==> config.mk <==
export PLATFORM = sky130hd
export DESIGN_NAME = seg7_score_ctrl
export DESIGN_NICKNAME = d
export VERILOG_FILES = /design/src/rtl/seg7_score_ctrl.sv
export SDC_FILE = /design/constraint.sdc
export NUM_CORES = 1
export LEC_CHECK = 0
export CORE_ASPECT_RATIO = 1.5
export CORE_MARGIN = 4
export CORE_UTILIZATION = 48
export DETAILED_ROUTE_END_ITERATION = 12
export DONT_BUFFER_PORTS = 1
export SYNTH_ARGS = -nofsm -noshare
export SYNTH_HDL_FRONTEND = slang
export SYNTH_SLANG_ARGS = --single-unit
==> constraint.sdc <==
create_clock -name iCLK -period 2.3 [get_ports iCLK]
set_clock_uncertainty 0.05 [all_clocks]
set_input_delay 0.46 -clock iCLK [delete_from_list [all_inputs] [get_ports iCLK]]
set_output_delay 0.46 -clock iCLK [all_outputs]
set_load 0.1 [all_outputs]
==> src/rtl/seg7_score_ctrl.sv <==
// seg7_score_ctrl
//   BCD score keeper and display sequencer for the Snake game's 7-segment bank.
//   Counts score events in packed BCD, blanks leading zeros and blinks the
//   whole bank while game-over is flagged. Each 4-bit slice of oDIG feeds one
//   SEG7_LUT instance. Code 4'hA is that LUT's all-segments-off code.
//
// Ports
//   iCLK          system clock
//   iRST          asynchronous, active-high reset
//   iINC          score +1 on every edge where high (level-sampled)
//   iCLR          synchronous clear of score and oOVF (wins over iINC)
//   iBLINK_EN     high = game over, blink the display
//   oDIG          registered digit codes, [3:0] = least significant digit
//   oOVF          sticky: score passed all-9s since the last clear/reset
//   oBLINK_STATE  current blink phase (0 = ON, 1 = OFF), for observation
//
// Handshake: there is no valid/ready flow here. iINC and iCLR are level
// inputs acted on at every rising edge of iCLK where they are high.
module seg7_score_ctrl #(
  parameter int NDIG      = 4,
  parameter int BLINK_DIV = 25_000_000,
  parameter bit SATURATE  = 1'b0,
  parameter bit LZB       = 1'b1
) (
  input  logic              iCLK,
  input  logic              iRST,
  input  logic              iINC,
  input  logic              iCLR,
  input  logic              iBLINK_EN,
  output logic [4*NDIG-1:0] oDIG,
  output logic              oOVF,
  output logic [0:0]        oBLINK_STATE
);

  localparam int CW = (BLINK_DIV > 1) ? $clog2(BLINK_DIV) : 1;
  localparam logic [CW-1:0] CNT_LAST = CW'(BLINK_DIV - 1);

  localparam logic [0:0] PH_ON  = 1'b0;
  localparam logic [0:0] PH_OFF = 1'b1;

  localparam logic [3:0] BLANK = 4'hA;

  // Display value while in reset: only digit 0 is visible when blanking.
  localparam logic [4*NDIG-1:0] RST_DIG =
    LZB ? {{(NDIG-1){BLANK}}, 4'h0} : '0;

  logic [4*NDIG-1:0] score_q, score_d;
  logic              ovf_q, ovf_d;
  logic [CW-1:0]     cnt_q, cnt_d;
  logic [0:0]        phase_q, phase_d;
  logic [4*NDIG-1:0] disp_q, disp_d;

  logic [4*NDIG-1:0] inc_val;
  logic              all9;

  // Ripple-carry BCD +1. The carry surviving past the top digit means the
  // score was all-9s, and the wrapped value is then all zeros.
  always_comb begin
    inc_val = score_q;
    all9    = 1'b1;
    for (int i = 0; i < NDIG; i++) begin
      if (all9) begin
        if (score_q[4*i +: 4] == 4'd9) begin
          inc_val[4*i +: 4] = 4'd0;
        end else begin
          inc_val[4*i +: 4] = score_q[4*i +: 4] + 4'd1;
          all9 = 1'b0;
        end
      end
    end
  end

  always_comb begin
    score_d = score_q;
    ovf_d   = ovf_q;
    if (iCLR) begin
      score_d = '0;
      ovf_d   = 1'b0;
    end else if (iINC) begin
      if (all9) begin
        ovf_d   = 1'b1;
        score_d = SATURATE ? score_q : inc_val;
      end else begin
        score_d = inc_val;
      end
    end
  end

  // Blink phase machine: the counter only runs while blinking is enabled,
  // so the first ON->OFF toggle lands BLINK_DIV edges after enable.
  always_comb begin
    cnt_d   = cnt_q;
    phase_d = phase_q;
    if (!iBLINK_EN) begin
      cnt_d   = '0;
      phase_d = PH_ON;
    end else if (cnt_q == CNT_LAST) begin
      cnt_d   = '0;
      phase_d = (phase_q == PH_ON) ? PH_OFF : PH_ON;
    end else begin
      cnt_d = cnt_q + 1'b1;
    end
  end

  // Display is built from next-state values so it lines up with the score
  // and phase registers on the same edge.
  always_comb begin
    logic hi_zero;
    disp_d  = '0;
    hi_zero = 1'b1;
    for (int i = NDIG - 1; i >= 0; i--) begin
      hi_zero = hi_zero & (score_d[4*i +: 4] == 4'd0);
      if (phase_d == PH_OFF) begin
        disp_d[4*i +: 4] = BLANK;
      end else if (LZB && (i >= 1) && hi_zero) begin
        disp_d[4*i +: 4] = BLANK;
      end else begin
        disp_d[4*i +: 4] = score_d[4*i +: 4];
      end
    end
  end

  always_ff @(posedge iCLK or posedge iRST) begin
    if (iRST) begin
      score_q <= '0;
      ovf_q   <= 1'b0;
      cnt_q   <= '0;
      phase_q <= PH_ON;
      disp_q  <= RST_DIG;
    end else begin
      score_q <= score_d;
      ovf_q   <= ovf_d;
      cnt_q   <= cnt_d;
      phase_q <= phase_d;
      disp_q  <= disp_d;
    end
  end

  assign oDIG         = disp_q;
  assign oOVF         = ovf_q;
  assign oBLINK_STATE = phase_q;

endmodule

# After elaboration in Yosys (flattened, before gate mapping)
# Cells that the tools add are included.
[classes]
n_addsub = 5
multipliers = 0
div = 0
magnitude_cmp = 0
n_eq_ne = 5
shift = 0
mux = 31
n_bitwise = 2
n_reduce_logical = 6
[op_table]
columns = ["op", "count"]
rows = [
  ["$mux W4", 14],
  ["$mux W25", 2],
  ["$mux W16", 2],
  ["$add A25 B1 Y25 const B", 1],
  ["$eq A25 B25 Y1 const B", 1],
  ["$add A4 B1 Y4 const B", 4],
  ["$eq A4 B4 Y1 const B", 4],
  ["$mux W1", 13],
  ["$logic_not A4 Y1", 3],
  ["$reduce_bool A2 Y1", 2],
  ["$and A1 B1 Y1", 2],
  ["$reduce_and A2 Y1", 1],
]
[totals]
regBits = 59
latchBits = 0
ram_bits = 0
romBits = 0
inputBits = 5
output_inout_bits = 18
word_cells = 54
mem_count = 0

# Longest topological paths before layout
# Gate-level depths: netlist (run 1).
[depth]
word_depth = 12
mapped_depth = 7
depth_no_buf = 6

# Worst setup path before layout (run 1)
# No wires, ideal clock.
[synth_timing]
path_type = "flip-flop to flip-flop"
start = "register score_q[1]"
end = "register disp_q[5], in the netlist oDIG[5]"
setup_ns = 0.094
t_arrival_ns = 1.751
required_time_ns = 2.156
path_slack_ns = 0.405
stages_incl_launch_ff = 6
n_path_buf = 0
period_less_slack_ns = 1.895
cell_sequence = "dfrtp_1 nand4b_2 nor4_1 mux2i_1 o22ai_2 o311ai_2"
[synth_between]
elab_chain_cells = 12
elab_cells_between_ends = 16
classes_between = "eq/ne: 1; mux: 10; bitwise: 2; reduce/logical: 3"
[synth_rtl]
columns = ["element", "line_no", "text"]
rows = [
  ["from (decl)", "47", "logic [4*NDIG-1:0] score_q, score_d;"],
  ["from (signal assigned)", "131", "score_q <= score_d;"],
  ["$eq A4 B4 Y1 *", "63", "if (score_q[4*i +: 4] == 4'd9) begin"],
  ["$mux W1 *", "63", ""],
  ["$mux W1 (2 in series)", "62", "if (all9) begin"],
  ["$mux W4", "62", ""],
  ["$mux W16 *", "79", "end else if (iINC) begin"],
  ["$mux W16 *", "76", "if (iCLR) begin"],
  ["$logic_not A4 Y1", "112", "hi_zero = hi_zero & (score_d[4*i +: 4] == 4'd0);"],
  ["$and A1 B1 Y1 (2 in series)", "112", ""],
  ["$mux W4 *", "115", "end else if (LZB && (i >= 1) && hi_zero) begin"],
  ["$mux W4 *", "113", "if (phase_d == PH_OFF) begin"],
  ["named net disp_d[5]", "51", "logic [4*NDIG-1:0] disp_q, disp_d;"],
  ["to (signal assigned)", "135", "disp_q <= disp_d;"],
  ["to (decl)", "51", ""],
]
# The timed path passes the listed nets; every way through them passes the cells marked *.
# A chain may end at the register's enable or synchronous reset.

# Worst setup path in the final report (run 1)
[layout_timing]
start = "register score_q[5]"
end = "register disp_q[7], in the netlist oDIG[7]"
[layout_between]
elab_chain_cells = 12
elab_cells_between_ends = 18
classes_between = "add/sub: 1; eq/ne: 1; mux: 11; bitwise: 2; reduce/logical: 3"
[layout_rtl]
columns = ["element", "line_no"]
rows = [
  ["$eq A4 B4 Y1", "63"],
  ["$mux W1", "63"],
  ["$mux W1 (2 in series)", "62"],
  ["$mux W4", "62"],
  ["$mux W16 *", "79"],
  ["$mux W16 *", "76"],
  ["$logic_not A4 Y1", "112"],
  ["$and A1 B1 Y1 (2 in series)", "112"],
  ["$mux W4 *", "115"],
  ["$mux W4 *", "113"],
  ["named net disp_d[7]", "51"],
]
# Marks and branches as above.

==> metrics.md, run 1 <==
| Metric | Value |
|---|---|
| Vias | 2137 |
| Total leakage power | 0.001421 uW |
| Post-synth EDFFs | 0 |
| ANT nets after route | 0 |
| PwrDens | 632.0 mW/mm^2 |
| Initial Util | 49.85% |
| CTS Buf Count | 9 |
| Final hold vios | 0 |
| Io pins | 23 |
| Critical path class | flip-flop to flip-flop |
| Mapped Nets | 291 |
| Number of global-route vias before repair | 2130 |
| Slew headroom | 38.50% |
| Sink Count | 59 |
| Sequential area share after synthesis | 51.08% |
| Clock Latency Late Sink | 340 ps |
| Synth top cells by count | dfrtp_1, nor2_1, xnor2_1 |
| Seq cells post-synth | 59 |
| Pre-CTS WS | 82.47 ps |
| Yosys warns | 0 |
| Die Span Y | 103.3 um |
| Run status | completed |
| Die area | 0.007387 sq mm |
| Reg2reg setup slack | 230 ps |
| Finished Layout Cells | 382 |
| Post-synth top flop | dfrtp_1 |
| DR vias/cell | 5.594 |
| Final #Nets | 311 |
| Crit path cell chain | or3b_4 -> nor4_1 -> mux2i_1 -> o22ai_2 -> o311ai_2 |
| FFs w/ async S/R, synth | 100.0% |
| Grt ovf | 0 |
| Startpoint Class | flip-flop |
| Cts hold-fix bufs | 0 |
| Reg area | 0.001484 sq mm |
| Cell count after synthesis | 285 |
| Worst Tran Pin Value | 922.5 ps |
| Max stage delay on crit path | 460 ps |
| Worst Path Required | 2490 ps |
| RD Place Congestion | 0.8717 |
| CTS Buffer Depth | 2 |
| Total Power | 2082 uW |
| Yosys top cell area share | 45.65% |
| Critical path endpoint category | flip-flop |
| Synth top area cells | dfrtp_1, xnor2_1, dfstp_2 |
| Crit path DAT | 2260 ps |
| Cell with the most instances after synthesis | dfrtp_1 |
| Core box area | 0.005828 sq mm |
| Die Wd | 71.52 um |
| Ant. Diodes | 0 |
| Setup TNS Final | 0 ps |
| Max-slew violation count | 0 |
| Worst-path fanout max | 8 |
| Critical path's slowest cell | or3b_4 |
| First-pass detailed-route iteration total | 4 |
| Final period utilization | 89.83% |
| DRC errors left | 0 |
| Root cell of the clock tree | clkbuf_8 |
| Initial antenna violation count | 0 |
| Cell Count Post-Placement | 366 |
| Routed length per placed instance | 15.57 um |
| Iter 0 DRT Violations | 125 |
| Peak supply drop | 439.5 uV |
| Footprint of the multi-input gates | 0.001341 sq mm |
| Worst setup margin | 234.0 ps |
| Share of post-route cells with drive strength above 1 | 17.74% |
| RSZ-0062 raised after global routing | no |
| Final setup violation count | 0 |
| H-tree depth | 3 |
| CTS tree | built |
| Tmin final | 2066 ps |
| Max Clk Rate | 484.0 MHz |
| Max-capacitance violation count | 0 |
| Syn avg cell area | 10.19 sq um |
| Reg2Reg Depth | 5 |
| Synthesized cell area | 0.002905 sq mm |
| Area growth syn-to-layout | 13.39% |
| Hold/Removal Path Class | input pin to async pin |
| Num rows | 34 |
| DRT Wirelength | 5949 um |
| Buffers on Ports | 0 |
| Pin count of the biggest net entering global routing | 60 |
| Post-synthesis cell type count | 51 |
| Hpwl dp | 4039 um |
| Area leader, netlist | dfrtp_1 |
| Worst-path clk slew | 60 ps |
| GRT Util Overall | 17.59% |
| Filler cell count | 524 |
| First-pass GRT wire length | 9908 um |
==> cell families (layout without fill, tap and decap cells) <==
| logic type | after synthesis | in the layout | share of synthesized area, % |
|---|---|---|---|
| DFF | 59 | 59 | 51.08 |
| xor gates and xnor gates | 28 | 28 | 8.441 |
| muxes | 4 | 4 | 1.378 |
| buffers and inverters | 20 | 45 | 2.928 |
| adders and majority gates | 1 | 1 | 0.4306 |
| and+or+nand+nor | 140 | 140 | 27.86 |
| AOI/OAI and AO/OA | 33 | 33 | 7.881 |
==> cells in the final DEF, fill, tap and decap left out, drive strengths merged, types with 3 or more instances in the layout <==
master / count
dfrtp: 53
nor2: 39
xnor2: 22
buf: 17
nand2: 16
nand3: 12
inv: 12
clkbuf: 11
a21oi: 10
o21ai: 10
nor2b: 8
and2: 8
nor3: 8
nor4: 8
xor2: 6
dfstp: 6
nand4: 6
and3: 5
or4: 4
or3: 4
nor4b: 4
mux2i: 4
nand3b: 3
clkinv: 3
==> where the power goes <==
group          internal (uW)  switching, uW
Combinational           22.9           65.6
Sequential              1050           9.95
Clock                    524            411
Total                   1600            486
==> through the flow <==
stage	area (sq um)	utilization, %	hold slack [ps]
after global placement	3095	53.11	381.2
after detailed placement	3095	53.11	387.8
after global routing	3294	56.53	23.07
after CTS	3289	56.44	9.692
after floorplan	2905	-	439.2
final	3294	56.53	9.413
==> what timing repair did <==
action,in CTS,in global routing
setup buffers,0,0
resized for setup,0,1
hold endpoints to repair,0,0
endpoints found under the setup margin,0,1
==> sequential cells by signal, summed over array words and instances (netlist names) <==
name,cells
cnt_q,25
oBLINK_STATE,1
oDIG,16
oOVF,1
score_q,16
==> per-layer routing <==
layer	vias to the layer above	track usage (%)	wire length (um)
met2	36	30.03	3187
met3	21	5.029	181
met1	1047	19.27	2356
li1	1033	-	-
met5	-	0	0
met4	0	10.71	223
==> final timing paths <==
| path | to | from |
|---|---|---|
| setup / recovery | oDIG[7] | score_q[5] |
| hold / removal | score_q[2] | iRST |
| setup reg to reg | oDIG[7] | score_q[5] |
| hold reg to reg | cnt_q[0] | cnt_q[0] |
| max in group asynchronous | oDIG[9] | iRST |
| min in group iCLK | score_q[15] | iCLR |
==> cell type report <==
| type | instances | share of cell area (%) |
|---|---|---|
| sequential | 59 | 45.04 |
| multi-input combinational | 206 | 40.71 |
| clock inverter | 5 | 1.595 |
| tap | 72 | 2.735 |
| clock buffer | 11 | 4.292 |
| inverter | 12 | 1.367 |
| timing repair buffer | 17 | 4.254 |
==> worst max-delay path, delay by kind of cell (launching register included) <==
| kind | cells | cell delay, ps |
|---|---|---|
| flip-flops | 1 | 450 |
| multiplexers | 1 | 300 |
| AO/OA/AOI/OAI | 2 | 430 |
| AND/OR/NAND/NOR | 2 | 740 |
Note: power is estimated with default switching activity, not from simulation.
==> inputs of run 2 (changes only) <==
Settings changed: ABC_CLOCK_PERIOD_IN_PS set to 2300.
==> results of run 2 <==
Final layout, timing and power as in run 1 (identical DEF).
==> inputs of run 3 (changes only) <==
Settings changed: ABC_CLOCK_PERIOD_IN_PS 2300 to 2500, CORE_MARGIN 4 to unset.
Clock period 2.3 ns to 2.5 ns, I/O delays scaled along.
==> metrics.md, run 3 (synthesis results as in run 1) <==
| Metric | Value |
|---|---|
| Final #Nets | 311 (unchanged) |
| Die area | 0.006374 sq mm (was 0.007387 sq mm) |
| Commonest cells after routing, fill and taps aside | dfrtp_1, nor2_1, xnor2_1 (unchanged) |
| Metal2 WL | 3259 um (was 3187 um) |
| Initial Util | 49.85% (unchanged) |
| Critical Path Start | score_q[5] (unchanged) |
| RD Place Congestion | 0.7774 (was 0.8717) |
| ANT nets after route | 0 (unchanged) |
| Metal-1 WL | 2317 um (was 2356 um) |
| HP Start | iCLR |
| PwrDens | 601.9 mW/mm^2 (was 632.0 mW/mm^2) |
| Post-CTS setup repair buffer count | 0 (unchanged) |
| CTS Buf Count | 9 (unchanged) |
| Final hold vios | 0 (unchanged) |
| Num rows | 34 (unchanged) |
| Hold/Removal Path Class | input pin to flip-flop (was input pin to async pin) |
| Setup TNS Final | 0 ps (unchanged) |
| Root cell of the clock tree | clkbuf_8 (unchanged) |
| Finished Layout Cells | 382 (unchanged) |
| Sink Count | 59 (unchanged) |
| Post-cts resize count | 0 (unchanged) |
| Iter 0 DRT Violations | 102 (was 125) |
| Number of global-route vias before repair | 2133 (was 2130) |
| Run status | completed (unchanged) |
| Metal3 WL | 179 um (was 181 um) |
| Pre-CTS WS | 346.2 ps (was 82.47 ps) |
| Highest routed layer | met4 (unchanged) |
| Worst-path clk slew | 60 ps (about the same) |
| Startpoint Class | flip-flop (unchanged) |
| Pin count of the biggest net entering global routing | 39 (was 60) |
| Critical path endpoint category | flip-flop (unchanged) |
| Max reg flops | 25 (unchanged) |
| Most flop-heavy register | cnt_q (unchanged) |
| Area growth syn-to-layout | 13.82% (was 13.39%) |
| First-pass GRT wire length | 10020 um (was 9908 um) |
| Routed length per placed instance | 15.41 um (was 15.57 um) |
| Total leakage power | 0.001425 uW (was 0.001421 uW) |
| Io pins | 23 (unchanged) |
| Die Wd | 65.52 um (was 71.52 um) |
| Final period utilization | 85.55% (was 89.83%) |
| Clock Latency Late Sink | 340 ps (about the same) |
| CTS tree | built (unchanged) |
| Vias | 2139 (was 2137) |
| Worst-path fanout max | 8 (unchanged) |
| Ant. Diodes | 0 (unchanged) |
| Final core utilization | 56.74% (was 56.53%) |
| DRC errors left | 0 (unchanged) |
| Cell Count Post-Placement | 365 (was 366) |
| Grt ovf | 0 (unchanged) |
| R2r startpoint | score_q[5] (unchanged) |
| CTS Buffer Depth | 2 (unchanged) |
| Buffers on Ports | 0 (unchanged) |
| Tmin final | 2139 ps (was 2066 ps) |
| Cts hold-fix bufs | 1 (was 0) |
| Crit path DAT | 2330 ps (was 2260 ps) |
| Peak supply drop | 332.2 uV (was 439.5 uV) |
| Max-slew violation count | 0 (unchanged) |
| Worst Path Required | 2690 ps (was 2490 ps) |
| First-pass detailed-route iteration total | 4 (unchanged) |
| Core box area | 0.005828 sq mm (unchanged) |
| DRT Wirelength | 5886 um (was 5949 um) |
| Max-capacitance violation count | 0 (unchanged) |
| Final instance area | 0.003307 sq mm (was 0.003294 sq mm) |
| Worst setup margin | 361.2 ps (was 234.0 ps) |
| Worst Tran Pin Value | 901.4 ps (was 922.5 ps) |
| Placed Area | 0.003088 sq mm (was 0.003095 sq mm) |
| H-tree depth | 3 (unchanged) |
| Final setup violation count | 0 (unchanged) |
| Filler cell count | 512 (was 524) |
| Critical path class | flip-flop to flip-flop (unchanged) |
| DR vias/cell | 5.599 (was 5.594) |
| Initial antenna violation count | 0 (unchanged) |
| GRT Util Overall | 20.88% (was 17.59%) |
| Hpwl dp | 4093 um (was 4039 um) |
| Die Span Y | 97.29 um (was 103.3 um) |
| Share of post-route cells with drive strength above 1 | 16.77% (was 17.74%) |
| Slew headroom | 39.91% (was 38.50%) |
| RSZ-0062 raised after global routing | no (unchanged) |
| Most common cell after layout, fill and taps aside | dfrtp_1 (unchanged) |
| Max Clk Rate | 467.6 MHz (was 484.0 MHz) |
## run 3: final timing paths
check / end / slack (ps) / cells past startpoint
max in group asynchronous: oDIG[5] / 1190 / 3
worst max-delay path: oDIG[5] / 360 / 5
worst max register to register: oDIG[5] / 360 / 5
min in group asynchronous: oDIG[0] / 590 / 2
worst min-delay path: score_q[15] / 180 / 1
worst min register to register: cnt_q[0] / 480 / 1
## run 3: metal layers
layer  vias to the layer above  GRT usage [%]
li1                       1033              -
met4                         0          8.863
met5                         -              0
met2                        31          35.84
met1                      1066          23.53
met3                         9          5.869
## run 3: final cells by class
type	count	area [sq um]	share of cell area, %
timing repair buffer	17	142.6	4.313
inverter	12	45.04	1.362
sequential	59	1484	44.87
clock inverter	5	77.57	2.346
clock buffer	11	131.4	3.973
multi-input combinational	206	1336	40.41
tap	72	90.09	2.724
## run 3: report_power, final
part           internal [uW]  total, uW  switching, uW
combinational           21.5       80.0           58.5
sequential               965        976           11.3
clock                    558        934            376
## run 3: per-stage QoR
step           hold WS, ps  power [uW]
6_report             176.5        1990
2_1_floorplan        439.2        1055
3_5_place_dp         378.1        1074
4_1_cts              146.0        2027
5_1_grt              147.5        2073
3_3_place_gp         372.7        1073
## run 3: worst max-delay path, cell delays in order (launching register included)
cell and delay, ps:
dfrtp_1 460, or3b_4 470, nor3_1 320, mux2i_1 320, o22ai_2 160, o311ai_2 270
